## src/rtl/egress_arbiter_pkg.sv

```systemverilog
// Shared types and helpers for the egress read arbiter and its priority selector.
//   arb_state_e : arbiter FSM state (idle / packet in progress)
//   MaxPorts    : largest supported number of FIFO read interfaces
//   PortIdxW    : port-index width covering MaxPorts
//   last_bit()  : bit position of the last-of-packet flag in a FIFO word
//   port_idx_w(): port-index width for a given port count
package egress_arbiter_pkg;

    typedef enum logic [0:0] {
        StIdle,
        StPacket
    } arb_state_e;

    localparam int unsigned MaxPorts = 16;
    localparam int unsigned PortIdxW = $clog2(MaxPorts);

    function automatic int unsigned last_bit(input int unsigned data_width);
        return data_width - 1;
    endfunction

    function automatic int unsigned port_idx_w(input int unsigned num_ports);
        return (num_ports > 1) ? $clog2(num_ports) : 1;
    endfunction

endpackage

```

## src/rtl/round_robin_priority_select.sv

```systemverilog
// Combinational rotating-priority selector.
// Picks the first asserted request at or after pointer_i, wrapping at NUM_REQ.
//   req_i       : request vector, one bit per requester
//   pointer_i   : highest-priority index this cycle, must be < NUM_REQ
//   grant_idx_o : index of the selected requester (0 when none)
//   found_o     : at least one request is asserted
module round_robin_priority_select #(
    parameter int unsigned NUM_REQ = 4,
    parameter int unsigned IDX_W   = $clog2(NUM_REQ)
) (
    input  logic [NUM_REQ-1:0] req_i,
    input  logic [IDX_W-1:0]   pointer_i,
    output logic [IDX_W-1:0]   grant_idx_o,
    output logic               found_o
);

    localparam logic [IDX_W:0] NumReqW = (IDX_W + 1)'(NUM_REQ);

    logic [IDX_W:0] cand;

    always_comb begin
        found_o     = 1'b0;
        grant_idx_o = '0;
        cand        = '0;
        for (int unsigned off = 0; off < NUM_REQ; off++) begin
            // Explicit wrap so non-power-of-two request counts rotate correctly.
            cand = {1'b0, pointer_i} + (IDX_W + 1)'(off);
            if (cand >= NumReqW) begin
                cand = cand - NumReqW;
            end
            if (!found_o && req_i[cand[IDX_W-1:0]]) begin
                found_o     = 1'b1;
                grant_idx_o = cand[IDX_W-1:0];
            end
        end
    end

endmodule

```

## src/rtl/fifo_egress_read_arbiter.sv

```systemverilog
// Packet-aware round-robin arbiter draining NUM_PORTS first-word-fall-through FIFO
// read sides into one egress stream. A grant is held until a word with the
// last-of-packet flag (MSB) is popped; a watchdog drops the grant if the granted
// FIFO runs dry mid-packet for STALL_TIMEOUT cycles.
//   clock, reset_n       : egress clock, synchronous active-low reset
//   fifo_read_data       : head word of each FIFO, port i at [i*DATA_WIDTH +: DATA_WIDTH]
//   fifo_read_data_valid : head word of port i is valid
//   fifo_read_enable     : pop strobe, one-hot or zero
//   out_data/out_last/out_valid/out_ready : one-deep registered egress stream
//   grant_port           : currently or last granted port
//   busy                 : packet in progress
//   stall_abort          : one-cycle pulse when the watchdog fires
module fifo_egress_read_arbiter
    import egress_arbiter_pkg::*;
#(
    parameter int unsigned NUM_PORTS     = 4,
    parameter int unsigned DATA_WIDTH    = 17,
    parameter int unsigned STALL_TIMEOUT = 1024
) (
    input  logic                            clock,
    input  logic                            reset_n,
    input  logic [NUM_PORTS*DATA_WIDTH-1:0] fifo_read_data,
    input  logic [NUM_PORTS-1:0]            fifo_read_data_valid,
    output logic [NUM_PORTS-1:0]            fifo_read_enable,
    output logic [DATA_WIDTH-2:0]           out_data,
    output logic                            out_last,
    output logic                            out_valid,
    input  logic                            out_ready,
    output logic [$clog2(NUM_PORTS)-1:0]    grant_port,
    output logic                            busy,
    output logic                            stall_abort
);

    localparam int unsigned   IdxW     = port_idx_w(NUM_PORTS);
    localparam int unsigned   LastBit  = last_bit(DATA_WIDTH);
    localparam int unsigned   CntW     = $clog2(STALL_TIMEOUT) + 1;
    localparam logic [CntW-1:0] CntAbort = CntW'(STALL_TIMEOUT - 1);
    localparam logic [CntW-1:0] CntMax   = '1;
    localparam logic [IdxW-1:0] LastPort = IdxW'(NUM_PORTS - 1);

    arb_state_e            state_q, state_d;
    logic [IdxW-1:0]       rr_ptr_q, rr_ptr_d;
    logic [IdxW-1:0]       grant_q, grant_d;
    logic [CntW-1:0]       stall_cnt_q, stall_cnt_d;
    logic [DATA_WIDTH-2:0] out_data_q, out_data_d;
    logic                  out_last_q, out_last_d;
    logic                  out_valid_q, out_valid_d;
    logic                  busy_q, busy_d;
    logic                  stall_abort_q, stall_abort_d;

    logic                  can_load;
    logic                  sel_found;
    logic [IdxW-1:0]       sel_idx;
    logic [IdxW-1:0]       pop_idx;
    logic                  pop_req;
    logic                  pop_any;
    logic                  grant_valid;
    logic [DATA_WIDTH-1:0] pop_word;

    round_robin_priority_select #(
        .NUM_REQ (NUM_PORTS),
        .IDX_W   (IdxW)
    ) u_rr_select (
        .req_i       (fifo_read_data_valid),
        .pointer_i   (rr_ptr_q),
        .grant_idx_o (sel_idx),
        .found_o     (sel_found)
    );

    assign can_load    = !out_valid_q || out_ready;
    assign grant_valid = fifo_read_data_valid[grant_q];

    // In IDLE the candidate comes from the selector; in PACKET only the held grant.
    assign pop_idx = (state_q == StIdle) ? sel_idx : grant_q;
    assign pop_req = (state_q == StIdle) ? sel_found : grant_valid;
    // Pops are suppressed during reset so no FIFO word is lost while state clears.
    assign pop_any = reset_n && pop_req && can_load;

    always_comb begin
        fifo_read_enable = '0;
        if (pop_any) begin
            fifo_read_enable[pop_idx] = 1'b1;
        end
    end

    always_comb begin
        pop_word = '0;
        for (int unsigned i = 0; i < NUM_PORTS; i++) begin
            if (IdxW'(i) == pop_idx) begin
                pop_word = fifo_read_data[i*DATA_WIDTH +: DATA_WIDTH];
            end
        end
    end

    always_comb begin
        state_d       = state_q;
        rr_ptr_d      = rr_ptr_q;
        grant_d       = grant_q;
        stall_cnt_d   = stall_cnt_q;
        stall_abort_d = 1'b0;
        out_data_d    = out_data_q;
        out_last_d    = out_last_q;
        out_valid_d   = out_valid_q;

        unique case (state_q)
            StIdle: begin
                stall_cnt_d = '0;
                if (pop_any) begin
                    grant_d  = sel_idx;
                    rr_ptr_d = (sel_idx == LastPort) ? '0 : sel_idx + 1'b1;
                end
            end
            StPacket: begin
                if (grant_valid) begin
                    // Backpressure alone is not a stall: counter only clears on a pop.
                    if (pop_any) begin
                        stall_cnt_d = '0;
                    end
                end else if (stall_cnt_q == CntAbort) begin
                    stall_abort_d = 1'b1;
                    stall_cnt_d   = '0;
                    state_d       = StIdle;
                end else if (stall_cnt_q != CntMax) begin
                    stall_cnt_d = stall_cnt_q + 1'b1;
                end
            end
            default: state_d = StIdle;
        endcase

        if (pop_any) begin
            out_data_d  = pop_word[DATA_WIDTH-2:0];
            out_last_d  = pop_word[LastBit];
            out_valid_d = 1'b1;
            state_d     = pop_word[LastBit] ? StIdle : StPacket;
        end else if (out_ready) begin
            out_valid_d = 1'b0;
        end

        // Stays high through the cycle after the final pop of a packet.
        busy_d = pop_any || (state_d == StPacket);
    end

    always_ff @(posedge clock) begin
        if (!reset_n) begin
            state_q       <= StIdle;
            rr_ptr_q      <= '0;
            grant_q       <= '0;
            stall_cnt_q   <= '0;
            out_data_q    <= '0;
            out_last_q    <= 1'b0;
            out_valid_q   <= 1'b0;
            busy_q        <= 1'b0;
            stall_abort_q <= 1'b0;
        end else begin
            state_q       <= state_d;
            rr_ptr_q      <= rr_ptr_d;
            grant_q       <= grant_d;
            stall_cnt_q   <= stall_cnt_d;
            out_data_q    <= out_data_d;
            out_last_q    <= out_last_d;
            out_valid_q   <= out_valid_d;
            busy_q        <= busy_d;
            stall_abort_q <= stall_abort_d;
        end
    end

    assign out_data    = out_data_q;
    assign out_last    = out_last_q;
    assign out_valid   = out_valid_q;
    assign grant_port  = grant_q;
    assign busy        = busy_q;
    assign stall_abort = stall_abort_q;

endmodule

```

## config.mk

```make
export PLATFORM = sky130hd
export DESIGN_NAME = fifo_egress_read_arbiter
export DESIGN_NICKNAME = d
export VERILOG_FILES = /design/src/rtl/egress_arbiter_pkg.sv /design/src/rtl/round_robin_priority_select.sv /design/src/rtl/fifo_egress_read_arbiter.sv
export SDC_FILE = /design/constraint.sdc
export NUM_CORES = 1
export LEC_CHECK = 0
export CORE_AREA = 3 3 76 78
export CTS_BUF_LIST = sky130_fd_sc_hd__clkbuf_4
export DETAILED_ROUTE_END_ITERATION = 16
export DIE_AREA = 0 0 79 81
export PLACE_DENSITY = 0.87
export RECOVER_POWER = 100
export SLEW_MARGIN = 20
export SYNTH_ARGS = -nofsm -noshare
export SYNTH_HDL_FRONTEND = slang
export SYNTH_SLANG_ARGS = --single-unit
```

## constraint.sdc

```tcl
create_clock -name clock -period 3.3 [get_ports clock]
set_clock_uncertainty 0.2 [all_clocks]
set_input_delay 0.33 -clock clock [delete_from_list [all_inputs] [get_ports clock]]
set_output_delay 0.33 -clock clock [all_outputs]
set_load 0.005 [all_outputs]
```

==> impl_metrics.py, run 1 <==
metrics = {
    "global_route": {
        "grt_max_degree": 22,
        "grt_pass1_wl_um": 9240,
        "grt_pass1_vias": 2048,
        "antenna_found_initial": 1,
        "track_usage_pct": 18.4,
        "overflow": 0,
    },
    "finish": {
        "syn_to_final_growth_pct": 54.2,
        "stdcell_area_um2": 3350,
        "drive_above_1_share_pct": 11.3,
        "fillers": 447,
        "postLayoutCoreUtil_pct": 65.1,
        "regArea_um2": 721,
        "finalNetCount": 386,
        "multiInputGateArea_um2": 1350,
    },
    "timing": {
        "finalCriticalPeriod_ns": 3.15,
        "post-route-period-util_pct": 95.5,
        "timing.fmax_ghz": 0.317,
        "setup_viol": 0,
        "timing.hold.ws_ns": 0.276,
        "slew_viol_final": 0,
        "tns_ns": 0,
        "layout_setup_ws_ns": 0.150,
        "worst_pin_slew_ns": 0.933,
        "hold_viol": 0,
        "rsz0062_at_grt": "false",
        "slew_headroom_pct": 37.6,
    },
    "clock_tree": {
        "path_clk_slew_ns": 0.10,
        "cts_tree": "done",
        "cts_root_buffer": "clkbuf_4",
        "hold_buffers": 0,
        "clock_latency_ns": 0.33,
        "htreeDepth": 2,
        "cts_num_sinks": 36,
        "post-cts-setup-buffers": 0,
        "cts_buffers": 5,
        "cts.path.max_buffers": 2,
        "cts-resized-gates": 0,
    },
    "min_path": {
        "min_path_type": "register to register",
        "hold_start": "stall_cnt_q[9]",
    },
    "worst_setup_path": {
        "worstPathRequired_ns": 2.77,
        "critPathKind": "input pin to output pin",
        "reg2reg_from": "rr_ptr_q[1]",
        "cp.arrival_ns": 2.62,
        "cp_common_cell": "and3_1",
        "crit_slowest_cell": "dlygate4sd3_1",
        "crit_path_start": "fifo_read_data_valid[3]",
        "max_stage_delay_ns": 0.62,
        "critPathLaunchType": "input pin",
        "crit_family": "buffers and inverters",
        "critPathCaptureType": "output pin",
        "worstPathCellList": "dlygate4sd3_1 -> nor2b_1 -> a211o_1 -> a221o_1 -> and3_1 -> and3_1 -> clkdlybuf4s50_1",
        "worst-path-max-fanout": 6,
        "worst-path-buf-inv": 2,
    },
    "floorplanning": {
        "core_area_um2": 5140,
        "start_util_pct": 42.2,
        "die_h_um": 81,
        "rows": 26,
        "fp.dieW_um": 79,
        "boundaryPins": 101,
        "die-area_um2": 6400,
    },
    "placement": {
        "gp_congestion": 0.855,
        "place_area_um2": 3290,
        "pre_cts_ws_ns": 0.261,
        "dp_hpwl_um": 4630,
        "io_buffers": 100,
    },
    "synth": {
        "synth_edf_count": 0,
        "syn_inst": 204,
        "synth.yosys.seq_area_share_pct": 33.2,
        "synth_nets": 281,
        "synth_cell_type_count": 47,
        "synth.avg_cell_area_um2": 10.6,
        "yosys_warnings": 0,
        "synth_top_flop_cell": "dfxtp_1",
        "ys_async_sr_fraction_pct": 0,
        "ys_ff_latch": 36,
        "synth_area_um2": 2170,
    },
    "routing": {
        "drtIter0Drc": 156,
        "drc_errors": 0,
        "drt_pre_antenna_iters": 4,
        "ant_nets": 0,
        "routedWlPerCell_um": 15.5,
        "vias": 2074,
        "viasPerCell": 5.44,
        "drt-total-wl_um": 5920,
    },
    "flow_run": {
        "maxCapViolCount": 0,
    },
    "pwr": {
        "leakagePower_nw": 1.31,
        "power_density_nw_per_um2": 545,
        "ir_drop_mv": 0.273,
    },
    "status": {
        "status": "completed",
    },
}
[sequential cells by signal, indices dropped and copies added, names as in the netlist]
signal	cells
out_data	16
stall_cnt_q	11
grant_port	2
rr_ptr_q	2
busy	1
out_last	1
out_valid	1
stall_abort	1
state_q	1
[worst min-delay path: stages (launching register included)]
cell	delay [ns]
dfxtp_1	0.33
nand2_1	0.05
mux2i_1	0.05
[final cells by class]
| type | instances | share of cell area [%] |
|---|---|---|
| Timing Repair Buffer | 110 | 32.2 |
| Sequential cell | 36 | 21.5 |
| Clock buffer | 5 | 1.12 |
| Tap cell | 70 | 2.62 |
| Multi-Input combinational cell | 148 | 40.3 |
| Inverter | 8 | 0.897 |
| Clock inverter | 3 | 1.27 |
| Antenna cell | 1 | 0.0747 |
[report_power, final]
part           switching (mW)  total, mW  internal [mW]
Sequential             0.0863      0.624          0.538
Combinational           0.351      0.897          0.546
Clock                   0.147      0.305          0.158
Total                   0.585       1.83           1.24
[through the flow]
stage          total power [mW]  cells
2_1_floorplan              1.15    204
3_5_place_dp               1.58    372
4_1_cts                    1.89    380
5_1_grt                    1.95    381
6_report                   1.83    381
3_3_place_gp               1.55    372
[path summary, 6_finish.rpt]
kind	to	slack, ns	cells past startpoint
worst max-delay path	fifo_read_enable[3]	0.15	7
worst min-delay path	stall_cnt_q[9]	0.28	2
worst max register to register	out_data[9]	0.60	6
worst min register to register	stall_cnt_q[9]	0.28	2
[cell families after synthesis]
group | Yosys count | share of synthesized area, %
buf+inv | 20 | 4.84
flops | 36 | 33.2
compound gates | 48 | 18.6
simple gates | 70 | 17.3
mux | 28 | 24.9
fa+ha+maj | 2 | 1.15
[per-layer routing]
metal / GRT usage, % / routed length, um / part of all wire [%] / vias to the layer above
li1: - / - / - / 1002
met2: 32.7 / 3140 / 53 / 89
met3: 4.66 / 416 / 7.0 / 7
met5: 0 / 0 / 0 / -
met1: 21.5 / 2250 / 38 / 976
met4: 6.70 / 104 / 1.8 / 0
[cells in the final DEF, fill, tap and decap left out, drive strengths merged, types with 2 or more instances in the layout]
cell type and instances:
nand3 6, a2bb2oi 2, a211o 2, and3b 2
clkdlybuf4s50 76, dfxtp 36, buf 7, a21oi 10
and3 5, inv 8, nand2 20, a22o 17
nand2b 10, nor3 2, a31oi 3, mux2i 9
mux4 18, nor2b 5, nand4 4, nor2 7
ha 2, clkbuf 8, dlygate4sd3 24, o32ai 2
o21ai 3, and2 4, and4 2
[cells in the mapped netlist, drive strengths merged, types with 2 or more instances]
cell / count / area (um^2)
nor3: 2 / 10.0
clkbuf: 5 / 18.8
dfxtp: 36 / 721
nand4: 4 / 25.0
ha: 2 / 25.0
mux2i: 9 / 93.8
nand2: 20 / 75.1
nand3: 6 / 30.0
nand2b: 10 / 62.6
and3b: 2 / 17.5
a31oi: 3 / 33.8
nor2b: 5 / 31.3
mux4: 18 / 435
a21oi: 10 / 53.8
a2bb2oi: 2 / 17.5
inv: 8 / 30.0
a211o: 2 / 17.5
o21ai: 3 / 15.0
buf: 7 / 56.3
and2: 4 / 25.0
and4: 2 / 17.5
o32ai: 2 / 17.5
a22o: 17 / 149
nor2: 7 / 28.8
and3: 5 / 31.3
Power figures use the tool's default switching activity.
==> inputs of run 2 (changes only) <==
--- a/config.mk
+++ b/config.mk
@@ -11,7 +11,7 @@
 export DIE_AREA = 0 0 79 81
 export PLACE_DENSITY = 0.87
 export RECOVER_POWER = 100
-export SLEW_MARGIN = 20
+export SLEW_MARGIN = 40
 export SYNTH_ARGS = -nofsm -noshare
 export SYNTH_HDL_FRONTEND = slang
 export SYNTH_SLANG_ARGS = --single-unit
==> results of run 2 <==
Same layout as run 1: the final DEF is identical, and so are final timing and power.
==> inputs of run 3 (changes only) <==
--- a/config.mk
+++ b/config.mk
@@ -5,11 +5,11 @@
 export SDC_FILE = /design/constraint.sdc
 export NUM_CORES = 1
 export LEC_CHECK = 0
-export CORE_AREA = 3 3 76 78
+export CORE_AREA = 2 2 77 79
 export CTS_BUF_LIST = sky130_fd_sc_hd__clkbuf_4
 export DETAILED_ROUTE_END_ITERATION = 16
 export DIE_AREA = 0 0 79 81
-export PLACE_DENSITY = 0.87
+export PLACE_DENSITY = 0.84
 export RECOVER_POWER = 100
 export SLEW_MARGIN = 40
 export SYNTH_ARGS = -nofsm -noshare
==> run 3 against run 2 <==
Die area unchanged; global-route usage grew 0.12 points; combinational power fell by 0.8%; register-to-register slack about the same; hold slack improved by 0.00096 ns; worst setup slack lost 0.019 ns; largest cell class unchanged.
==> impl_metrics.py, run 3 (synthesized netlist as in run 1, its figures left out) <==
metrics = {
    "clock_tree": {
        "cts_buffers": 5,
        "cts_root_buffer": "clkbuf_4",
        "hold_buffers": 0,
        "cts_num_sinks": 36,
        "cts.path.max_buffers": 2,
        "cts-resized-gates": 0,
        "path_clk_slew_ns": 0.12,
        "post-cts-setup-buffers": 0,
        "cts_tree": "done",
        "clock_latency_ns": 0.35,
        "htreeDepth": 2,
    },
    "floorplanning": {
        "die_h_um": 81,
        "boundaryPins": 101,
        "rows": 28,
        "fp.dieW_um": 79,
        "core_area_um2": 5680,
        "die-area_um2": 6400,
        "start_util_pct": 38.2,
    },
    "timing": {
        "hold_viol": 0,
        "setup_viol": 0,
        "slew_viol_final": 0,
        "timing.fmax_ghz": 0.315,
        "finalCriticalPeriod_ns": 3.17,
        "worst_pin_slew_ns": 0.863,
        "rsz0062_at_grt": "false",
        "tns_ns": 0,
        "post-route-period-util_pct": 96.0,
        "slew_headroom_pct": 42.3,
    },
    "global_route": {
        "grt_pass1_wl_um": 9210,
        "overflow": 0,
        "track_usage_pct": 18.5,
        "grt_max_degree": 23,
        "antenna_found_initial": 0,
        "grt_pass1_vias": 1979,
    },
    "placement": {
        "gp_congestion": 0.894,
        "dp_hpwl_um": 4530,
        "io_buffers": 100,
    },
    "pwr": {
        "total_power_mw": 1.77,
        "power_density_nw_per_um2": 532,
        "leakagePower_nw": 1.29,
        "ir_drop_mv": 0.322,
    },
    "routing": {
        "drt-total-wl_um": 5710,
        "drc_errors": 0,
        "drtIter0Drc": 156,
        "viasPerCell": 5.41,
        "drt_pre_antenna_iters": 4,
        "routedWlPerCell_um": 14.9,
        "vias": 2076,
        "ant_nets": 0,
    },
    "status": {
        "status": "completed",
    },
    "worst_setup_path": {
        "worstPathCellList": "dlygate4sd3_1 -> nor2b_1 -> a211o_1 -> a221o_1 -> and3_1 -> and3b_1 -> clkdlybuf4s50_1",
        "critPathKind": "input pin to output pin",
        "critPathCaptureType": "output pin",
        "cp.arrival_ns": 2.64,
        "max_stage_delay_ns": 0.63,
        "crit_slowest_cell": "dlygate4sd3_1",
        "critPathLaunchType": "input pin",
        "worstPathRequired_ns": 2.77,
        "worst-path-max-fanout": 6,
        "reg2regPathDepth": 6,
    },
    "min_path": {
        "min_path_type": "register to register",
        "hold_depth": 2,
    },
    "finish": {
        "finalNetCount": 385,
        "postLayoutCoreUtil_pct": 58.5,
        "n_antenna_cell": 0,
        "multiInputGateArea_um2": 1350,
        "largest_register_ffs": 16,
        "regArea_um2": 721,
        "syn_to_final_growth_pct": 53.0,
        "final_common_cell": "clkdlybuf4s50_1",
        "drive_above_1_share_pct": 10.7,
        "fillers": 510,
        "final_cell_mix": "clkdlybuf4s50_1 (77), dfxtp_1 (36), dlygate4sd3_1 (23)",
    },
    "flow_run": {
        "maxCapViolCount": 0,
    },
}
[run 3: cell types whose count changed in the layout (fill, tap and decap cells not counted), sizes merged]
cell / change
buf: -1
dlygate4sd3: -1
diode: -1
bufinv: -1
clkdlybuf4s50: +1
clkinvlp: +1
[run 3: per-stage QoR]
stage                     hold WS [ns]  instance area (um^2)  std cells  worst slack [ns]
after global routing             0.305                  3320        384            0.0317
after CTS                        0.284                  3350        384             0.199
after global placement           0.252                  3280        376             0.280
final                            0.277                  3320        384             0.130
after detailed placement         0.263                  3280        376             0.237
after floorplan                  0.238                  2170        204             0.932
[run 3: critical path, delay by kind of cell]
kind	cells	cell delay, ns
compound gates	2	0.63
buf+inv	2	1.07
simple gates	3	0.61
[run 3: worst paths after layout]
path | slack [ns] | endpoint | startpoint
setup reg to reg | 0.59 | stall_cnt_q[5] | state_q
hold reg to reg | 0.28 | stall_cnt_q[9] | stall_cnt_q[9]
setup / recovery | 0.13 | fifo_read_enable[2] | fifo_read_data_valid[3]
hold / removal | 0.28 | stall_cnt_q[9] | stall_cnt_q[9]
[run 3: power by group]
| group | switching (mW) | internal [mW] | leakage, nW |
|---|---|---|---|
| logic | 0.346 | 0.543 | 0.969 |
| clock network | 0.165 | 0.0838 | 0.0274 |
| registers | 0.0904 | 0.537 | 0.296 |
| total | 0.602 | 1.16 | 1.29 |
[run 3: layout make-up]
type	count	share of cell area, %
flip-flops and latches	36	21.7
clock inverters	3	0.716
multi-input cells	148	40.5
repair buffers	109	32.2
clock buffers	5	1.13
well taps	75	2.82
inverters	8	0.904
[run 3: metal layers]
layer | global-route usage (%) | share of wire, % | up-vias
li1 | - | - | 1000
met1 | 21.2 | 39 | 973
met2 | 33.6 | 52 | 94
met3 | 3.89 | 7.2 | 9
met4 | 7.93 | 1.8 | 0
met5 | 0 | 0 | -
==> RTL change 1, RTL diff (config.mk and constraints of run 3) <==
`out_data_q` no longer has a reset.
--- a/src/rtl/fifo_egress_read_arbiter.sv
+++ b/src/rtl/fifo_egress_read_arbiter.sv
@@ -146,7 +146,6 @@
             rr_ptr_q      <= '0;
             grant_q       <= '0;
             stall_cnt_q   <= '0;
-            out_data_q    <= '0;
             out_last_q    <= 1'b0;
             out_valid_q   <= 1'b0;
             busy_q        <= 1'b0;
@@ -156,12 +155,15 @@
             rr_ptr_q      <= rr_ptr_d;
             grant_q       <= grant_d;
             stall_cnt_q   <= stall_cnt_d;
-            out_data_q    <= out_data_d;
             out_last_q    <= out_last_d;
             out_valid_q   <= out_valid_d;
             busy_q        <= busy_d;
             stall_abort_q <= stall_abort_d;
         end
+    end
+
+    always_ff @(posedge clock) begin
+        out_data_q <= out_data_d;
     end
 
     assign out_data    = out_data_q;
Formal check against the unedited RTL: differs if reset_n is asserted again (counterexample within 4 cycles, from zero or initial values and one cycle with reset_n low); with reset_n held inactive, the same outputs for 10 cycles.
==> RTL change 1 against run 3 <==
- sequential share of layout area rose by 4.6 points
- sequential cell count stayed put
- non-clock buffer count decreased by 6
- wire length grew 1.3%
- area after synthesis is 3.3% higher
- design area grew 0.98%
- critical path depth shrank 1
- via count rose by 2.9%
- setup slack better by 42 ps
- largest power group unchanged
- power down 15%
- largest cell class unchanged
==> RTL change 1: results (changes against run 3) <==
area delta synth->final 49.6% (was 53.0%); XOR/XNOR Fraction of Synth Area 0.781% (was 0%); critical path's largest stage delay 530 ps (was 630 ps); NumNets Final 404 (was 385); peak fanout along the critical path 8 (was 6); proportion of synthesized area in mux cells 24.8% (was 24.9%); Adder-Cell Fraction of Synth Area 1.12% (was 1.15%); Synth Area in Compound Gates 14.0% (was 18.6%); layout cells sized above 1 4.27% (was 10.7%); GRT Util Overall 18.9% (was 18.5%); First-pass DRT Iterations 4 (unchanged); Mapped Nets 305 (was 281); clock transition at the registers of the reported paths 100 ps (was 120 ps); relative slew slack 43.5% (was 42.3%); DP HPWL 4690 um (was 4530 um); Worst VDD drop 0.202 mV (was 0.322 mV); Clk Latency, worst-skew pair 330 ps (was 350 ps); final weighted congestion in routability-driven placement 0.910 (was 0.894); vias post-DR 2137 (was 2076); global-route wire length before repair 9470 um (was 9210 um); Detailed Route Iter0 Violations 174 (was 156); filler instances 519 (was 510); slowest CP cell clkdlybuf4s50_1 (was dlygate4sd3_1); largest cells by area after synthesis mux2i_1 22%, edfxtp_1 21%, dfxtp_1 18% (was dfxtp_1 33%, mux4_2 10%, mux4_1 9.7%); Routed WL 5790 um (was 5710 um); Core Box Area 5680 um2 (unchanged); Netlist cell types 44 (was 47); Post-synth EDFFs 16 (was 0); largest net degree at the start of global routing 29 (was 23); outcome complete, no violations (unchanged); Mean Syn Cell Area 9.83 um2 (was 10.6 um2); Leak 1.25 nW (was 1.29 nW); crit path DAT 2600 ps (was 2640 ps); via/cell ratio 5.30 (was 5.41); sequential area share after synthesis 39.3% (was 33.2%)
RTL change 1: changes by cell type after synthesis, moves of 6 or more:
cell             run 3  this run
mux2i_1              8        50
a22o_1              17         0
dfxtp_1             36        20
edfxtp_1             0        16
nor2_1               6        15
a21oi_1              9        17
mux4_1               8         0
mux4_2              10         2
nand2_1             20        13
nand3_1              6        12
RTL change 1: what timing repair did:
item	4_1_cts	5_1_grt
setup endpoints to repair	0	1
resized for setup	0	2
buffers inserted	0	0
hold buffers	0	0
RTL change 1: logic make-up after synthesis:
kind of cell | after synthesis
and+or+nand+nor | 72
muxes | 53
AOI/OAI and AO/OA | 47
DFF | 36
buffers and inverters | 16
xor gates and xnor gates | 2
adders and majority gates | 2
RTL change 1: where the power goes:
part           switching (mW)  internal, mW  total [mW]
Sequential             0.0449         0.557       0.601
Clock                   0.144        0.0872       0.231
Combinational           0.306         0.362       0.668
Total                   0.495          1.01        1.50
RTL change 1: cell type report:
type,instances,area share (%)
clock buffers,6,1.34
clock inverters,2,0.224
inverters,5,0.559
multi-input cells,176,38.3
flip-flops and latches,36,26.3
well taps,75,2.80
repair buffers,103,30.5
RTL change 1: final timing paths:
path | slack, ps | depth (start not counted) | startpoint | to
max | 170 | 6 | fifo_read_data_valid[2] | fifo_read_enable[0]
min | 280 | 2 | stall_cnt_q[1] | stall_cnt_q[1]
max reg2reg | 390 | 5 | state_q | out_data[4]
min reg2reg | 280 | 2 | stall_cnt_q[1] | stall_cnt_q[1]
RTL change 1: tightest hold or removal path, cell delays in order, from the launching register on:
cell,delay [ps]
dfxtp_1,340
nand2_1,60
a21oi_1,50
RTL change 1: routing by layer:
layer	global-route usage (%)	part of all wire, %	up-vias
li1	-	-	1067
met1	20.0	39	963
met2	34.7	50	91
met3	6.56	8.1	16
met4	7.24	3.0	0
met5	0	0	-
RTL change 1: through the flow:
step           hold WS, ps  instance area [um2]  util [%]  total power, mW  setup slack [ps]
4_1_cts                287                 3360      59.3             1.54               173
3_3_place_gp           261                 3310      58.3             1.29               197
5_1_grt                311                 3350      59.1             1.60              6.12
6_report               283                 3350      59.1             1.50               172
2_1_floorplan          247                 2240         -             1.02              1040
3_5_place_dp           271                 3310      58.3             1.31               174
==> RTL change 2, RTL diff (config.mk and constraints of run 3) <==
Made on the original files. The parameter `STALL_TIMEOUT` goes from 1024 to 2048.
--- a/src/rtl/fifo_egress_read_arbiter.sv
+++ b/src/rtl/fifo_egress_read_arbiter.sv
@@ -15,7 +15,7 @@
 #(
     parameter int unsigned NUM_PORTS     = 4,
     parameter int unsigned DATA_WIDTH    = 17,
-    parameter int unsigned STALL_TIMEOUT = 1024
+    parameter int unsigned STALL_TIMEOUT = 2048
 ) (
     input  logic                            clock,
     input  logic                            reset_n,
Function: no difference found for any inputs over 10 cycles, from zero or initial values and one cycle with reset_n low; that may be too few to reach the edited logic, so the function may still have changed.
==> RTL change 2 against run 3 <==
- sequential share of layout area is 0.60 points higher
- worst hold slack worse by 10 ps
- setup slack better by 8.5 ps
- sequential cell count is 1 higher
- critical endpoint is now fifo_read_enable[1]
- power is 18% lower
- non-clock buffer count is 5 higher
- fmax is 0.27% higher
- largest cell class unchanged
- wire length is 15% higher
- first-iteration DRC count is 3.2% lower
- area after synthesis stayed put
- design area is 0.19% higher
- combinational power is 29% lower
==> RTL change 2: results (changes against run 3) <==
Leak 1.23 nW (was 1.29 nW); filler instances 514 (was 510); largest net degree at the start of global routing 31 (was 23); WL/cell 14.8 um (was 14.9 um); period utilization 95.8% (was 96.0%); via/cell ratio 5.48 (was 5.41); largest cells by area after synthesis dfxtp_1 34%, nor2_1 6.9%, mux2_2 5.2% (was dfxtp_1 33%, mux4_2 10%, mux4_1 9.7%); Mapped Nets 339 (was 281); Netlist cell types 51 (was 47); Worst R2R End out_data[4] (was stall_cnt_q[5]); met1 wire length 2670 um (was 2200 um); grt met2 use 37.2% (was 33.6%); Routed WL 6570 um (was 5710 um); worst setup path endpoint fifo_read_enable[1] (was fifo_read_enable[2]); Worst VDD drop 0.262 mV (was 0.322 mV); relative slew slack 43.8% (was 42.3%); peak fanout along the critical path 11 (was 6); Detailed Route Iter0 Violations 151 (was 156); sequential area share after synthesis 34.1% (was 33.2%); met3 wire len 487 um (was 409 um); vias in the first global route 2287 (was 1979); NumNets Final 444 (was 385); r2r setup slk 470 ps (was 590 ps); WHS Endpoint out_data[5] (was stall_cnt_q[9]); Worst Hold Launch out_data[5] (was stall_cnt_q[9]); final weighted congestion in routability-driven placement 0.792 (was 0.894); layout cells sized above 1 9.21% (was 10.7%); most frequent cells after synthesis 40 x nor2_1, 37 x dfxtp_1, 22 x nand3_1, 16 x o22ai_1, 14 x nand2_1 (was 36 x dfxtp_1, 20 x nand2_1, 17 x a22o_1, 10 x mux4_2, 10 x nand2b_1); Mean Syn Cell Area 8.25 um2 (was 10.6 um2); Place WS 208 ps (was 237 ps); global-route wire length before repair 10700 um (was 9210 um); DP HPWL 5100 um (was 4530 um); outcome complete, no violations (unchanged); DP Area 3280 um2 (about the same); R2R depth 7 (was 6); GRT Util Overall 21.6% (was 18.5%); global routing usage on met3 6.33% (was 3.89%); CP startpoint rr_ptr_q[1] (was fifo_read_data_valid[3]); RR Startpoint rr_ptr_q[1] (was state_q); antenna cell count 0 (unchanged)
[RTL change 2: cell count changes after synthesis, sizes merged, moves of 7 or more]
cell / run 3 / this run
nor2: 7 / 40
nand3: 6 / 23
xnor2: 0 / 8
nand2b: 10 / 3
o22ai: 1 / 16
mux2: 1 / 11
mux4: 18 / 1
o31ai: 1 / 13
a22o: 17 / 0
[RTL change 2: worst max-delay path, stage by stage, from the launching register on]
cell and delay (ps):
dfxtp_2 450, mux2_1 340, or4_1 390, a221o_1 410, nand3_4 170, nor3_1 80
clkdlybuf4s50_1 450
[RTL change 2: report_power, final]
| group | total (mW) | switching [mW] | internal [mW] | leakage (nW) |
|---|---|---|---|---|
| Clock | 0.221 | 0.143 | 0.0771 | 0.0300 |
| Sequential | 0.588 | 0.0637 | 0.524 | 0.305 |
| Combinational | 0.632 | 0.290 | 0.342 | 0.896 |
| Total | 1.44 | 0.497 | 0.943 | 1.23 |
[RTL change 2: final cells by class]
| class | instances | area [um2] | area share [%] |
|---|---|---|---|
| multi-input combinational | 200 | 1310 | 39.3 |
| inverter | 10 | 37.5 | 1.13 |
| tap | 75 | 93.8 | 2.82 |
| sequential | 37 | 742 | 22.3 |
| clock buffer | 5 | 37.5 | 1.13 |
| clock inverter | 3 | 12.5 | 0.376 |
| timing repair buffer | 114 | 1100 | 32.9 |
[RTL change 2: what timing repair did]
action                                  4_1_cts  5_1_grt
pin swaps                                     0        0
cloned                                        0        0
endpoints found under the setup margin        4        4
resized for setup                             1        1
[RTL change 2: kinds of logic after synthesis]
logic type / synth area share [%]
AOI/OAI and AO/OA: 21.0
xor gates and xnor gates: 4.84
adders and majority gates: 0.576
buffers and inverters: 6.17
DFF: 34.1
muxes: 9.22
and+or+nand+nor: 24.0
